<file path="config.mk">
export PLATFORM = sky130hd
export DESIGN_NAME = mem_op_sequencer
export DESIGN_NICKNAME = d
export VERILOG_FILES = /design/src/rtl/mem_op_sequencer.sv
export SDC_FILE = /design/constraint.sdc
export NUM_CORES = 1
export LEC_CHECK = 0
export ABC_AREA = 1
export BUFFER_PORTS_ARGS = -buffer_cell sky130_fd_sc_hd__buf_2
export CAP_MARGIN = 25
export CORE_MARGIN = 3
export CORE_UTILIZATION = 38
export CTS_BUF_LIST = sky130_fd_sc_hd__clkbuf_16
export CTS_CLUSTER_DIAMETER = 120
export DETAILED_ROUTE_END_ITERATION = 10
export HOLD_SLACK_MARGIN = 0.05
export MAX_ROUTING_LAYER = met4
export PLACE_DENSITY = 0.74
export SLEW_MARGIN = 10
export SYNTH_ARGS = -nofsm -noshare
export SYNTH_HDL_FRONTEND = slang
export SYNTH_SLANG_ARGS = --single-unit
export TNS_END_PERCENT = 5
</file>
<file path="constraint.sdc">
create_clock -name clk -period 1.08 [get_ports clk]
set_input_delay 0.054 -clock clk [delete_from_list [all_inputs] [get_ports clk]]
set_output_delay 0.054 -clock clk [all_outputs]
set_load 0.03 [all_outputs]
</file>
<file path="src/rtl/mem_op_sequencer.sv">
// Hardwired control sequencer for ld/ldi/st on Datapath2.
// Moore FSM: every strobe decodes from registered state, latched class and wait count.
module mem_op_sequencer #(
  parameter int OP_W     = 5,
  parameter int ALU_W    = 5,
  parameter int ALU_INC  = 12,
  parameter int ALU_ADD  = 2,
  parameter int MEM_WAIT = 1,
  parameter logic [OP_W-1:0] OP_LD  = 5'b00000,
  parameter logic [OP_W-1:0] OP_LDI = 5'b00001,
  parameter logic [OP_W-1:0] OP_ST  = 5'b00010
) (
  input  logic             clk,
  input  logic             clr,
  input  logic             run,
  input  logic [OP_W-1:0]  opcode,
  input  logic             mem_ready,
  output logic             PCout,
  output logic             Zlowout,
  output logic             MDRout,
  output logic             MARin,
  output logic             Zin,
  output logic             PCin,
  output logic             MDRin,
  output logic             IRin,
  output logic             Yin,
  output logic             Read,
  output logic             Write,
  output logic             Gra,
  output logic             Grb,
  output logic             Rin,
  output logic             Rout,
  output logic             BAout,
  output logic             Cout,
  output logic [ALU_W-1:0] ALU_Control,
  output logic             busy,
  output logic             done,
  output logic             illegal,
  output logic [3:0]       dbg_state
);

  localparam int WCNT_W = $clog2(MEM_WAIT + 1);
  localparam logic [WCNT_W-1:0] WCNT_MAX = WCNT_W'(MEM_WAIT - 1);

  typedef enum logic [3:0] {
    S_IDLE, S_T0, S_T1, S_T2, S_T3, S_T4, S_T5, S_T6, S_T7, S_DONE, S_ILLEGAL
  } state_t;

  typedef enum logic [1:0] {C_LD, C_LDI, C_ST} cls_t;

  state_t            state, state_nxt;
  cls_t              cls, op_cls;
  logic              op_ok;
  logic [WCNT_W-1:0] wcnt;
  logic              mem_exit;

  assign mem_exit  = (wcnt == WCNT_MAX) && mem_ready;
  assign dbg_state = state;

  always_comb begin
    op_cls = C_LD;
    op_ok  = 1'b1;
    if (opcode == OP_LD)       op_cls = C_LD;
    else if (opcode == OP_LDI) op_cls = C_LDI;
    else if (opcode == OP_ST)  op_cls = C_ST;
    else                       op_ok  = 1'b0;
  end

  always_ff @(posedge clk or negedge clr) begin
    if (!clr) begin
      state <= S_IDLE;
      cls   <= C_LD;
      wcnt  <= '0;
    end else begin
      state <= state_nxt;
      if (state == S_T3) cls <= op_cls;
      // Count restarts on every state change so each memory state starts at 0.
      if (state_nxt != state)  wcnt <= '0;
      else if (wcnt != WCNT_MAX) wcnt <= wcnt + WCNT_W'(1);
    end
  end

  always_comb begin
    state_nxt = state;
    case (state)
      S_IDLE:    if (run) state_nxt = S_T0;
      S_T0:      state_nxt = S_T1;
      S_T1:      if (mem_exit) state_nxt = S_T2;
      S_T2:      state_nxt = S_T3;
      S_T3:      state_nxt = op_ok ? S_T4 : S_ILLEGAL;
      S_T4:      state_nxt = S_T5;
      S_T5:      state_nxt = (cls == C_LDI) ? S_DONE : S_T6;
      S_T6:      if (cls == C_ST || mem_exit) state_nxt = S_T7;
      S_T7:      if (cls == C_LD || mem_exit) state_nxt = S_DONE;
      S_DONE:    state_nxt = run ? S_T0 : S_IDLE;
      S_ILLEGAL: if (!run) state_nxt = S_IDLE;
      default:   state_nxt = S_IDLE;
    endcase
  end

  always_comb begin
    PCout = 1'b0; Zlowout = 1'b0; MDRout = 1'b0; MARin = 1'b0; Zin = 1'b0;
    PCin = 1'b0; MDRin = 1'b0; IRin = 1'b0; Yin = 1'b0; Read = 1'b0;
    Write = 1'b0; Gra = 1'b0; Grb = 1'b0; Rin = 1'b0; Rout = 1'b0;
    BAout = 1'b0; Cout = 1'b0; ALU_Control = '0;
    busy    = (state != S_IDLE) && (state != S_ILLEGAL);
    done    = (state == S_DONE);
    illegal = (state == S_ILLEGAL);
    case (state)
      S_T0: begin
        PCout = 1'b1; MARin = 1'b1; Zin = 1'b1; ALU_Control = ALU_W'(ALU_INC);
      end
      S_T1: begin
        Read = 1'b1; MDRin = 1'b1;
        // PC is loaded from Z only in the first count so it advances once.
        if (wcnt == '0) begin Zlowout = 1'b1; PCin = 1'b1; end
      end
      S_T2: begin MDRout = 1'b1; IRin = 1'b1; end
      S_T3: begin Grb = 1'b1; BAout = 1'b1; Yin = 1'b1; end
      S_T4: begin Cout = 1'b1; Zin = 1'b1; ALU_Control = ALU_W'(ALU_ADD); end
      S_T5: begin
        Zlowout = 1'b1;
        if (cls == C_LDI) begin Gra = 1'b1; Rin = 1'b1; end
        else MARin = 1'b1;
      end
      S_T6: begin
        MDRin = 1'b1;
        if (cls == C_ST) begin Gra = 1'b1; Rout = 1'b1; end
        else Read = 1'b1;
      end
      S_T7: begin
        if (cls == C_ST) Write = 1'b1;
        else begin MDRout = 1'b1; Gra = 1'b1; Rin = 1'b1; end
      end
      default: ;
    endcase
  end

endmodule

</file>
==> results.cfg, run 1 <==
[global_routing]
antenna_found_initial = 0
grt_pass1_wl_mm = 3.02
track_usage = 0.200
grt_pass1_vias = 742
grt_max_degree = 10
grt_overflow_total = 0

[yosys]
synth_edf_count = 0
ys_types = 18
synth_area_per_cell_um2 = 6.28
synth.area.top_cells = dfrtp_1, nand2_1, nor2_1
synthFlopType = dfrtp_1
synthArstFlopShare = 1.00
syn_inst = 103
synth_most_common_cell = nand2_1
yosys_register_bits = 6
seq_area_frac_synth = 0.232
syn-cell-area_um2 = 647
ys_warn_count = 0
synth_top_cell_by_area = dfrtp_1
synth_top_area_share = 0.232
synth.top_cells.by_count = nand2_1, nor2_1, inv_1, buf_4, dfrtp_1

[placed_design]
preCtsSetupSlack_ps = -180
numPlacedInstances = 162
io_buffer_count = 35
dpl.hpwl_mm = 1.57
gp_congestion = 0.946
dpl_cell_area_um2 = 983

[floorplan]
die_width_um = 47.3
die_h_um = 47.3
design.core.area_um2 = 1560
die-area_um2 = 2230
fp-row-count = 14
start_util = 0.415
pin_count = 38

[sta]
worst_slack_ps = -310
setup_viol_count_final = 29
finalSetupTns_ps = -6030
min_period_ps = 1390
hold_violations = 0
drv_slew = 0
rsz0062_at_grt = true
max_freq_mhz = 719
finClkSkew_ps = 1.01
finalCritPeriodShare = 1.29

[setup_path]
crit_fanout = 4
crit_path_end_kind = output port
cp.arrival_ps = 1340
crit_required_ps = 1030
crit_type = reg2out
start_kind = flop

[routing]
drc_errors = 0
via_per_inst = 4.86
ant_nets = 0
vias = 831
drt_iter0_markers = 20
first_pass_iters = 4
wl_per_cell_um = 12.5
routed_wl_mm = 2.13

[clock_tree]
clk_latency_ps = 230
cts.htree.levels = 1
cts_buffers = 3
clk_pin_slew_ps = 30
numClockSinks = 6
cts_buffer_depth = 2
root_buffer = clkbuf_16
tritoncts = done

[cells_and_area]
syn2layout_area_growth_pct = 94.8
finalInstanceArea_um2 = 1260
layout.nets = 165
instances_no_fill = 171
n_antenna_cell = 0
drive_gt1_frac = 0.645
utilization = 0.808

[power_and_ir_drop]
powerDensity_nw_per_um2 = 3110
power_leakage_nw = 0.694
vdd_ir_drop_max_mv = 2.23

[run_status]
status = finished with violations
violations = negative setup slack

[worst_hold_path]
hp-class = in2reg

[flow_run]
maxCapViolCount = 0
[cell families after synthesis]
| kind of cell | after synthesis | share of synthesized area |
|---|---|---|
| flops | 6 | 0.232 |
| other cells | 1 | 0.00580 |
| compound gates | 10 | 0.0774 |
| simple gates | 61 | 0.499 |
| buf+inv | 25 | 0.186 |
[metrics by stage]
| step | total power, mW | hold WS, ps |
|---|---|---|
| after floorplan | 2.07 | -242 |
| after global routing | 4.12 | 133 |
| final | 3.91 | 119 |
| after detailed placement | 2.84 | -120 |
| after CTS | 3.73 | 114 |
| after global placement | 2.80 | -122 |
[sequential cells by signal (all words and copies together), names as in the netlist]
register and count:
dbg_state 4, cls 2
[per-layer routing]
metal	GRT usage	vias up	share of wire
met5	-	-	0
met4	0.116	0	0.027
met3	0.0153	6	0.059
met2	0.342	43	0.53
met1	0.222	368	0.38
li1	-	414	-
[path summary, 6_finish.rpt]
kind,from,endpoint,slack (ps),cells past startpoint
worst max-delay path,dbg_state[3],Gra,-310,6
worst min-delay path,run,dbg_state[1],120,3
worst max register to register,dbg_state[3],dbg_state[3],-190,8
worst min register to register,cls[0],cls[0],710,3
max in group asynchronous,clr,dbg_state[2],760,2
min in group asynchronous,clr,dbg_state[1],170,2
[placed cells by master, fill, tap and decap left out, types with 3 or more instances in the layout]
cell       Yosys  final
nand2_2        3      6
nor2_1        15     11
nand3_1        5      3
clkbuf_16      0      3
a21oi_1        3      3
nand2_4        4      6
nand2_1       23     17
buf_2          0     12
inv_4          0      3
inv_1         14      9
buf_6          0     13
dfrtp_2        0      4
buf_4          7     27
nor2_4         4      9
o21ai_0        5      5
inv_2          4      7
[repair_timing]
| action | CTS | global route |
|---|---|---|
| resized for setup | 35 | 17 |
| hold endpoints to repair | 6 | 0 |
| setup buffers | 3 | 1 |
| pin swaps | 8 | 7 |
| endpoints found under the setup margin | 29 | 29 |
| hold buffers | 1 | 0 |
[worst max-delay path, stage by stage, from the launching register on]
cell and delay [ps]:
dfrtp_2 450, inv_4 110, nand2_8 70, nor2_4 160, nand3_4 100, nand3_2 80, buf_6 130
[where the power goes]
part / switching (mW) / internal (mW) / total (mW)
Clock: 0.128 / 0.480 / 0.608
Sequential: 0.131 / 0.331 / 0.462
Combinational: 1.72 / 1.13 / 2.84
[layout make-up]
| type | count | area, um^2 |
|---|---|---|
| clock buffer | 3 | 75.1 |
| sequential | 6 | 155 |
| multi-input combinational | 73 | 492 |
| clock inverter | 1 | 3.75 |
| inverter | 18 | 75.1 |
| timing repair buffer | 54 | 439 |
| tap | 16 | 20.0 |
| fill | 88 | 299 |
Note: power is estimated with default switching activity, not from simulation.
==> run 2: changes to the inputs <==
--- a/config.mk
+++ b/config.mk
@@ -16,6 +16,7 @@
 export HOLD_SLACK_MARGIN = 0.05
 export MAX_ROUTING_LAYER = met4
 export PLACE_DENSITY = 0.74
+export RECOVER_POWER = 25
 export SLEW_MARGIN = 10
 export SYNTH_ARGS = -nofsm -noshare
 export SYNTH_HDL_FRONTEND = slang
==> run 2 against run 1 <==
The run still ends with negative setup slack left; wire length is 0.28% higher; setup slack hardly changed; hold slack worse by 0.51 ps; combinational power hardly changed; non-clock buffer count stayed put; critical path depth stayed put; register-to-register slack hardly changed; via count is 0.36% lower; global-route usage stayed put.
==> results.cfg, run 2 (synthesized netlist as in run 1, its figures left out) <==
[sta]
setup_viol_count_final = 29
max_freq_mhz = 720
drv_slew = 0
worst_slack_ps = -310
finalCritPeriodShare = 1.29
rsz0062_at_grt = true
holdWs_ps = 119
finClkSkew_ps = 0.783
hold_violations = 0
min_period_ps = 1390

[setup_path]
path_depth = 6
r2r_cells = 8
start_kind = flop
cp_top_family = flip-flops
crit_buf_inv = 2
critPathSlowestCell = dfrtp_2
crit_type = reg2out
critPathMaxStageDelay_ps = 450
reg2reg_to = dbg_state[3]
r2r_setup_slack_ps = -190
crit_path_end_kind = output port
r2r-start = dbg_state[3]
cp.arrival_ps = 1340
crit_required_ps = 1030
crit_chain = inv_4 -> nand2_8 -> nor2_4 -> nand3_4 -> nand3_2 -> buf_6
crit_fanout = 4

[clock_tree]
clk_pin_slew_ps = 30
cts_buffer_depth = 2
numClockSinks = 6
cts_buffers = 3
tritoncts = done
clk_latency_ps = 230
root_buffer = clkbuf_16
cts.htree.levels = 1

[floorplan]
fp-row-count = 14
die-area_um2 = 2230
design.core.area_um2 = 1560
pin_count = 38
die_width_um = 47.3
die_h_um = 47.3
start_util = 0.415

[routing]
drc_errors = 0
first_pass_iters = 4
drt_iter0_markers = 17
wl_per_cell_um = 12.5
vias = 828
via_per_inst = 4.84
routed_wl_mm = 2.14
ant_nets = 0

[cells_and_area]
largest_reg_flops = 4
layout.nets = 165
final_cell_mix = buf_4, nand2_1, buf_6
final_common_cell = buf_4
n_antenna_cell = 0
syn2layout_area_growth_pct = 94.6
nFillCells = 89
drive_gt1_frac = 0.639

[flow_run]
maxCapViolCount = 0

[global_routing]
grt_pass1_wl_mm = 3.02
grt_max_degree = 10
grt_pass1_vias = 742
track_usage = 0.200
grt_overflow_total = 0
antenna_found_initial = 0

[power_and_ir_drop]
power_leakage_nw = 0.692
finalPower_mw = 3.91
switching_power_mw = 1.98
powerDensity_nw_per_um2 = 3110
p_int_mw = 1.94
sequentialPowerShare = 0.118
swShare = 0.505
pwr-share-clk = 0.155
pwr-share-comb = 0.727
vdd_ir_drop_max_mv = 2.23

[run_status]
violations = negative setup slack
status = finished with violations

[placed_design]
dpl.hpwl_mm = 1.57
io_buffer_count = 35
gp_congestion = 0.946

[worst_hold_path]
hp-start = run
whs_path_depth = 3
hold_end = dbg_state[1]
hp-class = in2reg
[run 2: cell types whose count changed in the layout (fill, tap and decap cells not counted)]
cell / previous run / this run
buf_2: 12 / 11
clkbuf_1: 0 / 1
[run 2: how the worst max path moves through the flow]
stage / startpoint / to / slack, ps
2_1_floorplan: dbg_state[1] / Grb / -170
3_3_place_gp: dbg_state[2] / Gra / -100
3_5_place_dp: dbg_state[2] / Gra / -180
4_1_cts: dbg_state[0] / Gra / -290
5_1_grt: dbg_state[3] / Gra / -360
6_report: dbg_state[3] / Gra / -310
[run 2: stage by stage]
stage	area (um^2)	setup slack [ps]	instances	TNS (ps)	util
after floorplan	723	-167	104	-2760	-
after global placement	983	-105	162	-874	0.631
after detailed placement	983	-180	162	-1250	0.631
after CTS	1190	-288	170	-5750	0.763
after global routing	1260	-359	171	-7620	0.807
final	1260	-310	171	-6020	0.807
[run 2: routing by layer]
layer  track usage  vias up  part of all wire
met5             -        -                 0
met4         0.116        0             0.032
met3        0.0153        8             0.058
met2         0.342       43              0.53
met1         0.222      362              0.38
li1              -      415                 -
[run 2: worst register-to-register path, cell delays in order, from the launching register on]
cell	delay, ps
dfrtp_2	450
inv_4	110
nand2_8	70
nor2_4	160
nand3_4	100
buf_4	140
nand2_1	50
inv_1	50
nand3_1	60
[run 2: final cells by class]
class                   count  area [um^2]  area share
flip-flops and latches      6          155       0.123
well taps                  16         20.0      0.0159
inverters                  18         75.1      0.0596
multi-input cells          73          492       0.391
clock inverters             1         3.75     0.00298
repair buffers             54          438       0.348
clock buffers               3         75.1      0.0596
[run 2: power groups by stage]
stage / Combinational (mW) / Clock [mW] / Sequential (mW)
2_1_floorplan: 1.51 / 0 / 0.566
3_3_place_gp: 2.34 / 0 / 0.455
3_5_place_dp: 2.38 / 0 / 0.460
4_1_cts: 2.66 / 0.617 / 0.454
5_1_grt: 3.01 / 0.631 / 0.480
6_report: 2.84 / 0.608 / 0.462
[run 2: timing repair]
action / CTS / global route
endpoints found under the setup margin: 29 / 29
pin swaps: 8 / 7
resized for setup: 35 / 17
endpoints found under the hold margin: 6 / 0
setup buffers: 3 / 1
hold buffers: 1 / 0
==> run 3: changes to the inputs <==
--- a/config.mk
+++ b/config.mk
@@ -17,6 +17,7 @@
 export MAX_ROUTING_LAYER = met4
 export PLACE_DENSITY = 0.74
 export RECOVER_POWER = 25
+export SKIP_LAST_GASP = 1
 export SLEW_MARGIN = 10
 export SYNTH_ARGS = -nofsm -noshare
 export SYNTH_HDL_FRONTEND = slang
==> run 3 against run 2 <==
The run still ends with negative setup slack left; critical path depth did not move; clock power barely moved; cell count did not move; sequential cell count did not move; wire length fell by 7.7%; critical path type unchanged; largest cell class unchanged.
==> results.cfg, run 3 (synthesized netlist as in run 1, its figures left out) <==
[placed_design]
preCtsSetupSlack_ps = -180
numPlacedInstances = 162
gp_congestion = 0.946
io_buffer_count = 35
dpl_cell_area_um2 = 983
dpl.hpwl_mm = 1.57

[sta]
worst_slack_ps = -299
finalCritPeriodShare = 1.28
min_period_ps = 1380
finClkSkew_ps = 0.233
finalSetupTns_ps = -6510
setup_viol_count_final = 29
max_freq_mhz = 725
hold_violations = 0
drv_slew = 0
rsz0062_at_grt = true

[clock_tree]
cts.htree.levels = 1
numClockSinks = 6
clk_latency_ps = 230
tritoncts = done
cts_buffers = 3
cts_buffer_depth = 2
root_buffer = clkbuf_16
clk_pin_slew_ps = 30

[power_and_ir_drop]
pwr-share-comb = 0.707
power_leakage_nw = 0.675
pwr-share-clk = 0.168
p_int_mw = 1.74
swShare = 0.520
sequentialPowerShare = 0.125
switching_power_mw = 1.88
finalPower_mw = 3.62
powerDensity_nw_per_um2 = 3150
vdd_ir_drop_max_mv = 2.17

[routing]
vias = 810
via_per_inst = 4.74
routed_wl_mm = 1.98
drc_errors = 0
first_pass_iters = 4
wl_per_cell_um = 11.6
drt_iter0_markers = 33
ant_nets = 0

[cells_and_area]
drive_gt1_frac = 0.600
finalInstanceArea_um2 = 1150
n_antenna_cell = 0
final_common_cell = buf_2
syn2layout_area_growth_pct = 77.8
largest_reg_flops = 4
layout.nets = 165
final_cell_mix = buf_2, buf_4, nand2_1
instances_no_fill = 171
nFillCells = 110

[global_routing]
antenna_found_initial = 0
grt_pass1_wl_mm = 2.89
track_usage = 0.191
grt_overflow_total = 0
grt_max_degree = 10
grt_pass1_vias = 717

[run_status]
violations = negative setup slack
status = finished with violations

[floorplan]
start_util = 0.415
fp-row-count = 14
die_h_um = 47.3
design.core.area_um2 = 1560
die-area_um2 = 2230
die_width_um = 47.3
pin_count = 38

[setup_path]
crit_path_end_kind = output port
cp_top_family = simple AND/OR/NAND/NOR gates
crit_fanout = 4
cp.arrival_ps = 1330
start_kind = flop
crit_required_ps = 1030
critPathSlowestCell = dfrtp_2
crit_type = reg2out
critPathMaxStageDelay_ps = 430
crit_chain = inv_2 -> nand2_4 -> nor2_4 -> nand3_4 -> nand3_2 -> buf_6
crit_buf_inv = 2

[flow_run]
maxCapViolCount = 0

[worst_hold_path]
hp-class = in2reg
[run 3: cell count changes in the layout (fill, tap and decap cells not counted)]
cell     before  now
buf_2        11   25
buf_6        13    3
buf_4        27   23
inv_1         9   11
inv_4         3    1
nand2_1      17   19
nand2_2       6    5
nand2_8       1    0
nand3_1       3    4
nand3_2       2    1
nor2_1       11   12
nor2_4        9    8
[run 3: power by group through the flow]
stage / combinational [mW] / sequential, mW / clock [mW]
after floorplan: 1.51 / 0.566 / 0
after global placement: 2.34 / 0.455 / 0
after detailed placement: 2.38 / 0.460 / 0
after CTS: 2.50 / 0.453 / 0.617
after global routing: 2.70 / 0.472 / 0.631
final: 2.56 / 0.453 / 0.606
[run 3: timing repair]
item	4_1_cts	5_1_grt
buffers inserted	3	1
endpoints found under the hold margin	6	0
pin swaps	4	4
hold buffers	1	0
gates resized for setup	12	7
setup endpoints to repair	29	29
[run 3: worst paths after layout]
path / startpoint / endpoint / slack (ps) / cells past startpoint
setup / recovery: dbg_state[3] / Gra / -300 / 6
hold / removal: run / dbg_state[1] / 130 / 3
setup reg to reg: dbg_state[2] / dbg_state[1] / -220 / 8
hold reg to reg: cls[0] / cls[0] / 710 / 3
max in group asynchronous: clr / dbg_state[2] / 600 / 2
min in group asynchronous: clr / dbg_state[1] / 220 / 2
[run 3: metrics by stage]
step | utilization | hold slack, ps
floorplan | - | -242
global placement | 0.631 | -122
detailed placement | 0.631 | -120
CTS | 0.723 | 114
global route | 0.738 | 139
finish | 0.738 | 135
[run 3: area by class of cell]
class	count	area, um^2	share of cell area
tap	16	20.0	0.0174
sequential	6	155	0.135
multi-input combinational	73	460	0.400
clock inverter	1	3.75	0.00326
timing repair buffer	54	365	0.318
inverter	18	70.1	0.0609
clock buffer	3	75.1	0.0653
[run 3: worst min-delay path, stage by stage]
cell,delay (ps)
buf_2,100
a21oi_1,70
nand3_1,90
[run 3: metal layers]
layer	track usage	up-vias	part of all wire
met5	-	-	0
met4	0.116	0	0.019
met3	0.0153	4	0.071
met2	0.318	45	0.50
met1	0.218	350	0.41
li1	-	411	-
